===== config.mk =====
export PLATFORM = sky130hd
export DESIGN_NAME = store_buffer
export DESIGN_NICKNAME = d
export VERILOG_FILES = /design/src/rtl/store_buffer.sv
export SDC_FILE = /design/constraint.sdc
export NUM_CORES = 1
export LEC_CHECK = 0
export ABC_AREA = 1
export ABC_CLOCK_PERIOD_IN_PS = 5600
export BUFFER_PORTS_ARGS = -buffer_cell sky130_fd_sc_hd__buf_2
export CAP_MARGIN = 20
export CORE_ASPECT_RATIO = 0.75
export CORE_UTILIZATION = 30
export CTS_CLUSTER_SIZE = 24
export DETAILED_ROUTE_END_ITERATION = 12
export PLACE_DENSITY = 0.56
export SYNTH_ARGS = -nofsm -noshare
export SYNTH_HDL_FRONTEND = slang
export SYNTH_SLANG_ARGS = --single-unit

===== constraint.sdc =====
create_clock -name clk -period 5.6 [get_ports clk]
set_input_delay 0.28 -clock clk [delete_from_list [all_inputs] [get_ports clk]]
set_output_delay 0.28 -clock clk [all_outputs]
set_load 0.01 [all_outputs]

===== src/rtl/store_buffer.sv =====
`default_nettype none
// +--------------------------------------------------------------------------+
// | store_buffer : in-order store FIFO that drains to data memory through a   |
// |                req/ack handshake; optional load forwarding when the       |
// |                macro STORE_BUFFER_FWD_EN is defined.                      |
// | Revision     : 1.0                                                        |
// +--------------------------------------------------------------------------+
module store_buffer #(
    parameter int DEPTH = 4,
    parameter int AW    = 32,
    parameter int DW    = 32
) (
    input  logic                     clk,
    input  logic                     reset,
    input  logic                     memwrite,
    input  logic [AW-1:0]            aluout,
    input  logic [DW-1:0]            writedata,
    output logic                     stall,
    output logic                     mem_req,
    output logic [AW-1:0]            mem_addr,
    output logic [DW-1:0]            mem_wdata,
    input  logic                     mem_ack,
    output logic [$clog2(DEPTH):0]   count,
    output logic                     overflow,
    input  logic [AW-1:0]            fwd_addr,
    output logic                     fwd_hit,
    output logic [DW-1:0]            fwd_data
);

    localparam int             PW      = $clog2(DEPTH);
    localparam logic [PW:0]    c_full  = (PW+1)'(DEPTH);
    localparam logic [PW:0]    c_one   = (PW+1)'(1);
    localparam logic [0:0]     c_idle  = 1'b0;
    localparam logic [0:0]     c_issue = 1'b1;

    logic [AW-1:0] r_addr_q [DEPTH];
    logic [DW-1:0] r_data_q [DEPTH];
    logic [PW-1:0] r_wr_ptr;
    logic [PW-1:0] r_rd_ptr;
    logic [PW:0]   r_count;
    logic [0:0]    r_state;
    logic [0:0]    w_state_nxt;
    logic          r_overflow;
    logic          r_mem_req;
    logic [AW-1:0] r_mem_addr;
    logic [DW-1:0] r_mem_wdata;

    logic          w_full;
    logic          w_pop;
    logic          w_accept;
    logic          w_drop;
    logic [PW:0]   w_count_nxt;
    logic [PW-1:0] w_nxt_ptr;
    logic [AW-1:0] w_nxt_addr;
    logic [DW-1:0] w_nxt_data;
    logic          w_load_head;
    logic          w_load_next;
    logic          w_clear;

    assign w_full   = (r_count == c_full);
    assign w_pop    = (r_state == c_issue) && mem_ack;
    assign w_accept = memwrite && (!w_full || w_pop);
    assign w_drop   = memwrite && w_full && !w_pop;

    always_comb begin
        w_count_nxt = r_count;
        case ({w_accept, w_pop})
            2'b10:   w_count_nxt = r_count + c_one;
            2'b01:   w_count_nxt = r_count - c_one;
            default: w_count_nxt = r_count;
        endcase
    end

    // When the head being popped is the last stored entry, the store accepted
    // in the same cycle becomes the next head, so take it straight from the core.
    assign w_nxt_ptr = r_rd_ptr + 1'b1;
    always_comb begin
        w_nxt_addr = aluout;
        w_nxt_data = writedata;
        if (r_count > c_one) begin
            w_nxt_addr = r_addr_q[w_nxt_ptr];
            w_nxt_data = r_data_q[w_nxt_ptr];
        end
    end

    always_ff @(posedge clk) begin
        if (w_accept) begin
            r_addr_q[r_wr_ptr] <= aluout;
            r_data_q[r_wr_ptr] <= writedata;
        end
    end

    always_ff @(posedge clk or negedge reset) begin
        if (!reset) begin
            r_wr_ptr   <= '0;
            r_rd_ptr   <= '0;
            r_count    <= '0;
            r_overflow <= 1'b0;
        end else begin
            if (w_accept) r_wr_ptr <= r_wr_ptr + 1'b1;
            if (w_pop)    r_rd_ptr <= r_rd_ptr + 1'b1;
            r_count <= w_count_nxt;
            if (w_drop)   r_overflow <= 1'b1;
        end
    end

    // Drain FSM: state register
    always_ff @(posedge clk or negedge reset) begin
        if (!reset) r_state <= c_idle;
        else        r_state <= w_state_nxt;
    end

    // Drain FSM: next state
    always_comb begin
        w_state_nxt = r_state;
        case (r_state)
            c_idle:  if (r_count != '0) w_state_nxt = c_issue;
            c_issue: if (w_pop && (w_count_nxt == '0)) w_state_nxt = c_idle;
            default: w_state_nxt = c_idle;
        endcase
    end

    // Drain FSM: outputs
    always_comb begin
        w_load_head = 1'b0;
        w_load_next = 1'b0;
        w_clear     = 1'b0;
        case (r_state)
            c_idle:  w_load_head = (r_count != '0);
            c_issue: begin
                w_load_next = w_pop && (w_count_nxt != '0);
                w_clear     = w_pop && (w_count_nxt == '0);
            end
            default: w_clear = 1'b1;
        endcase
    end

    always_ff @(posedge clk or negedge reset) begin
        if (!reset) begin
            r_mem_req   <= 1'b0;
            r_mem_addr  <= '0;
            r_mem_wdata <= '0;
        end else if (w_load_head) begin
            r_mem_req   <= 1'b1;
            r_mem_addr  <= r_addr_q[r_rd_ptr];
            r_mem_wdata <= r_data_q[r_rd_ptr];
        end else if (w_load_next) begin
            r_mem_req   <= 1'b1;
            r_mem_addr  <= w_nxt_addr;
            r_mem_wdata <= w_nxt_data;
        end else if (w_clear) begin
            r_mem_req   <= 1'b0;
        end
    end

    assign stall     = w_full;
    assign count     = r_count;
    assign overflow  = r_overflow;
    assign mem_req   = r_mem_req;
    assign mem_addr  = r_mem_addr;
    assign mem_wdata = r_mem_wdata;

`ifdef STORE_BUFFER_FWD_EN
    logic [PW-1:0] w_idx;

    // Scan oldest to youngest so the youngest match wins.
    always_comb begin
        fwd_hit  = 1'b0;
        fwd_data = '0;
        w_idx    = '0;
        for (int k = 0; k < DEPTH; k++) begin
            w_idx = r_rd_ptr + PW'(k);
            if (((PW+1)'(k) < r_count) && (r_addr_q[w_idx] == fwd_addr)) begin
                fwd_hit  = 1'b1;
                fwd_data = r_data_q[w_idx];
            end
        end
    end
`else
    logic w_fwd_unused;
    assign w_fwd_unused = ^fwd_addr;
    assign fwd_hit      = 1'b0;
    assign fwd_data     = '0;
`endif

endmodule
`default_nettype wire


# ---- Word-level counts from Yosys, hierarchy flattened
# Memories as Yosys holds them, arrays and structs flattened.
# Cells that the tools add are included.
# Widths: inputs -> output; s select.
dict set report totals {
  mem_count 2
  elab_cells 51
  reg_bits 74
  inputBits 100
  ramBits 256
  output_inout_bits 103
}
dict set report classes {
  bitwise_logic 1
  n_lt_le_gt_ge 1
  n_reduce_logical 14
  mux 18
  eq_ne 3
  add_sub_neg 4
}
# name words width read_ports rd_clocked_by_memory_dff write_ports line_no
set mem_list {}
lappend mem_list {r_addr_q 4 32 2 0 1 36} ;# logic [AW-1:0] r_addr_q [DEPTH];
lappend mem_list {r_data_q 4 32 2 0 1 37} ;# logic [DW-1:0] r_data_q [DEPTH];
# cell count
set ops {}
lappend ops {{$mux 32} 6}
lappend ops {{$mux 1} 10}
lappend ops {{$reduce_bool 3->1} 3}
lappend ops {{$logic_and 1x1->1} 6}
lappend ops {{$pmux 3 s2} 1}
lappend ops {{$add 2x1->2 const B} 2}
lappend ops {{$add 3x1->3 const B} 1}
lappend ops {{$eq 3x3->1 const B} 1}
lappend ops {{$gt 3x1->1 const B} 1}
lappend ops {{$logic_not 3->1} 1}
lappend ops {{$sub 3x1->3 const B} 1}
lappend ops {{$eq 2x1->1 const B} 1}
lappend ops {{$eq 2x2->1 const B} 1}
lappend ops {{$logic_not 1->1} 2}
lappend ops {{$pmux 1 s2} 1}
lappend ops {{$reduce_bool 2->1} 1}
lappend ops {{$logic_or 1x1->1} 1}
lappend ops {{$not 1->1} 1}

# ---- Depth between registers and ports, before layout
dict set report logic_depth {
  depth_word 12
  ltp_mapped 14
  mapped_depth_nobuf 13
}

# ---- Worst setup path after synthesis
# OpenSTA, ideal clock, no wires.
dict set report synth_path {
  path_kind {flip-flop to flip-flop}
  start {reg r_count[0], in the netlist count[0]}
  end {mem r_addr_q[0][0] (enable)}
  arrival_time_ps 3773
  required_time_ps 5113
  setup_slack_ps 1340
  path_buffers 0
  period_less_slack_ps 4260
  stages_incl_launch_ff 6
  setup_ps 487
  path_cell_list {dfrtp_1 inv_1 ha_1 nand2_1 o21ai_1 nor2_1}
}
dict set report synth_via {
  elab_chain_cells 6
}
# element line_no
set synth_rtl {}
lappend synth_rtl {{start, declared} 40} ;# logic [PW:0] r_count;
lappend synth_rtl {{start signal, assigned} 102} ;# r_count <= w_count_nxt;
lappend synth_rtl {{$eq 3x3->1} 60} ;# assign w_full = (r_count == c_full);
lappend synth_rtl {{$logic_not 1->1} 62} ;# assign w_accept = memwrite && (!w_full || w_pop);
lappend synth_rtl {{$logic_or 1x1->1} 62}
lappend synth_rtl {{$logic_and 1x1->1} 62}
lappend synth_rtl {{$mux 1} 87} ;# if (w_accept) begin
lappend synth_rtl {{$mux 1 (implied by the code)} 88} ;# r_addr_q[r_wr_ptr] <= aluout;
lappend synth_rtl {{end, declared} 36}
# Every way passes these cells.

# ---- Worst setup path after layout
dict set report layout_path {
  start {reg r_rd_ptr[0]}
  end {reg r_mem_wdata[14], in the netlist mem_wdata[14]}
}
dict set report layout_via {
  elab_chain_cells 5
}
# element line_no
set layout_rtl {}
lappend layout_rtl {{start, declared} 39} ;# logic [PW-1:0] r_rd_ptr;
lappend layout_rtl {{start signal, assigned} 101} ;# if (w_pop) r_rd_ptr <= r_rd_ptr + 1'b1;
lappend layout_rtl {{$add 2x1->2} 76} ;# assign w_nxt_ptr = r_rd_ptr + 1'b1;
lappend layout_rtl {{$mem_v2 4x32 (*)} -}
lappend layout_rtl {{$mux 32} 80} ;# if (r_count > c_one) begin
lappend layout_rtl {{$mux 32} 147} ;# end else if (w_load_next) begin
lappend layout_rtl {{$mux 32 (*)} 143} ;# end else if (w_load_head) begin
lappend layout_rtl {{end signal, assigned} 146} ;# r_mem_wdata <= r_data_q[r_rd_ptr];
lappend layout_rtl {{end signal, assigned} 150} ;# r_mem_wdata <= w_nxt_data;
lappend layout_rtl {{end, declared} 46} ;# logic [DW-1:0] r_mem_wdata;
# Mark *: on every way between the ends. The rest lies on a longest branch, timed or not. The select of a mux whose other input is x is not followed.
# A chain may end at the register's enable or synchronous reset.

==> out/metrics.csv <==
metric,value,unit
slowest_stage,dfrtp_4,
crit_cells,8,
ys_ff_latch,330,
critical_path_buf_inv_count,1,
grt_use_met2,27.2,%
post_cts_resize_count,0,
dieHeight,202,um
grt_max_degree,105,
path_max_fanout,88,
setup_ws,2.21,ns
grtUsageMet3,3.55,%
drt_pass1_iterations,5,
core,52100,um2
reg2reg_from,r_rd_ptr[0],
numCtsBuffers,37,
arrival,3.86,ns
cp.required,6.08,ns
area_growth_syn_to_layout,18.0,%
hold_depth,2,
die_w,268,um
cts_tree,done,
dpl.hpwl,25.7,mm
io_pins,203,
vdd_ir_drop_max,0.260,mV
hold_viol,0,
finalWirelength,48.0,mm
cp-start-kind,flop,
r2r_slack,2.21,ns
drv_cap,0,
cp-end-kind,flop,
total_power,11.3,mW
ant_nets,0,
cpMostUsedCell,nand2_1,
synth_edf_count,256,
critical_path.endpoint,mem_wdata[14],
grt_pass1_wl,73.9,mm
cts-root-buf,clkbuf_16,
place_ws,2.11,ns
path_class,reg -> reg,
syn_inst,1708,
gp_congestion,0.737,
slew_viol_final,0,
antenna_found_initial,5,
clk_pin_slew,0.06,ns
hold_class,in -> reg,
syn_avg_cell_area,9.35,um2
cts_buffer_depth,3,
grtUsageTotal,17.7,%
synthDistinctLibCells,29,
ys_top_cells_by_area,"edfxtp_1 48%, dfrtp_1 12%, nand2_1 10%",
synth_top_area_cell,edfxtp_1,
fin_crit_sh,60.5,%
synthTopCellsByCount,"438 x nand2_1, 256 x edfxtp_1, 192 x nor2_1",
h-tree-depth,2,
path_cells,nand2_4 > inv_2 > a22oi_1 > nand2_1 > nand2_1 > a21oi_1 > nand2_1 > nand2_1,
slew_headroom,24.6,%
holdWs,0.0568,ns
yosysWarnings,0,
skew,0.0164,ns
rsz0062_at_grt,no,
p_per_area,598,nW/um2
grt_use_met1,25.3,%
initial_utilization,30.7,%
grt_pass1_vias,12500,
min_period,3.39,ns
startpoint,r_rd_ptr[0],
die_area,54200,um2
io_buffers,137,
synth.most_common_cell,nand2_1,
grt_overflow,0,
synth-async-reset-ratio,22.4,%
yosysSeqAreaShare,59.7,%
status,finished clean,
r2r_cells,8,
synth_top_area_share,48.1,%
max_freq,295,MHz
setup-tns-final,0,ns
gr-max-usage-layer,met2,
rows,72,
worstMarginPinSlew,1.13,ns
setup_violations,0,
synth_flop_cell,edfxtp_1,
layout-drive-gt1-share,13.7,%
worst_path_largest_cell_delay,1.07,ns
clock-sinks,330,
synth_area,16000,um2
first_iter_violations,1070,
p_leak,7.49,nW
reg2reg_to,mem_wdata[14],
vias_per_cell,4.99,
path_delay_family,simple AND/OR/NAND/NOR gates,
dr_total_vias,12900,
fin_nets,1954,
drc,0,
wl_per_cell,18.6,um
clock_latency,0.54,ns
## per-layer routing
metal | share of wire, % | vias to the layer above | wire length (um)
li1 | - | 6115 | -
met1 | 46 | 6155 | 22200
met2 | 44 | 510 | 21100
met3 | 8.0 | 69 | 3820
met4 | 1.8 | 6 | 846
met5 | 0.077 | - | 37
## final cells by class
type | instances | area, um2
clock inverters | 12 | 78.8
diodes | 2 | 5.00
fillers | 5236 | 33200
well taps | 703 | 880
inverters | 36 | 145
repair buffers | 221 | 1500
multi-input cells | 1220 | 5670
flip-flops and latches | 330 | 9550
clock buffers | 53 | 1020
## metrics by stage
step / std cells / cell area (um2) / util (%)
final: 2577 / 18800 / 36.2
after global routing: 2577 / 18800 / 36.2
after CTS: 2573 / 18800 / 36.1
after detailed placement: 2443 / 17100 / 32.8
after global placement: 2443 / 17100 / 32.8
after floorplan: 1740 / 16100 / -
## flip-flops by register name (all words and copies together) (netlist names)
name and flops:
mem_addr 32, r_rd_ptr 2, r_data_q 128, overflow 1, r_state 1, r_addr_q 128
r_wr_ptr 2, mem_wdata 32, mem_req 1, count 3
## layout by cell type, fill, tap and decap left out, drive strengths merged
cell type and count:
a31o 1, ha 8, diode 2, clkinvlp 1, dfrtp 74, conb 33, bufinv 1, a21oi 151
buf 156, nand3 89, edfxtp 256, nand4 1, o22ai 54, o21ai 235, dlygate4sd3 65, xor2 2
a22oi 8, nor2 194, clkbuf 53, clkinv 13, nand2 443, o21bai 1, inv 33
## power breakdown
part / leakage [nW] / internal, mW / total [mW] / switching [mW]
combinational: 3.72 / 1.60 / 5.16 / 3.57
sequential: 3.24 / 3.35 / 3.82 / 0.468
clock: 0.530 / 1.30 / 2.29 / 0.985
## how the worst min path moves through the flow
stage,endpoint,startpoint
after global routing,overflow,memwrite
after CTS,overflow,memwrite
after floorplan,count[0],reset
after global placement,mem_addr[10],reset
final,overflow,memwrite
after detailed placement,mem_addr[12],reset
## logic make-up (layout without fill, tap and decap cells)
logic type,Yosys count,count (layout),synth area share (%)
DFF,330,330,59.7
xor gates and xnor gates,2,2,0.110
and+or+nand+nor,727,727,18.8
adders and majority gates,8,8,0.627
AOI/OAI and AO/OA,450,450,14.7
other,1,35,0.0235
buffers and inverters,190,322,5.96
## timing repair
| action | CTS | global route |
|---|---|---|
| hold buffers | 65 | 0 |
| endpoints found under the hold margin | 272 | 0 |
| buffers inserted | 0 | 0 |
| setup endpoints to repair | 0 | 0 |
No activity file was read; power rests on OpenSTA's default activity.
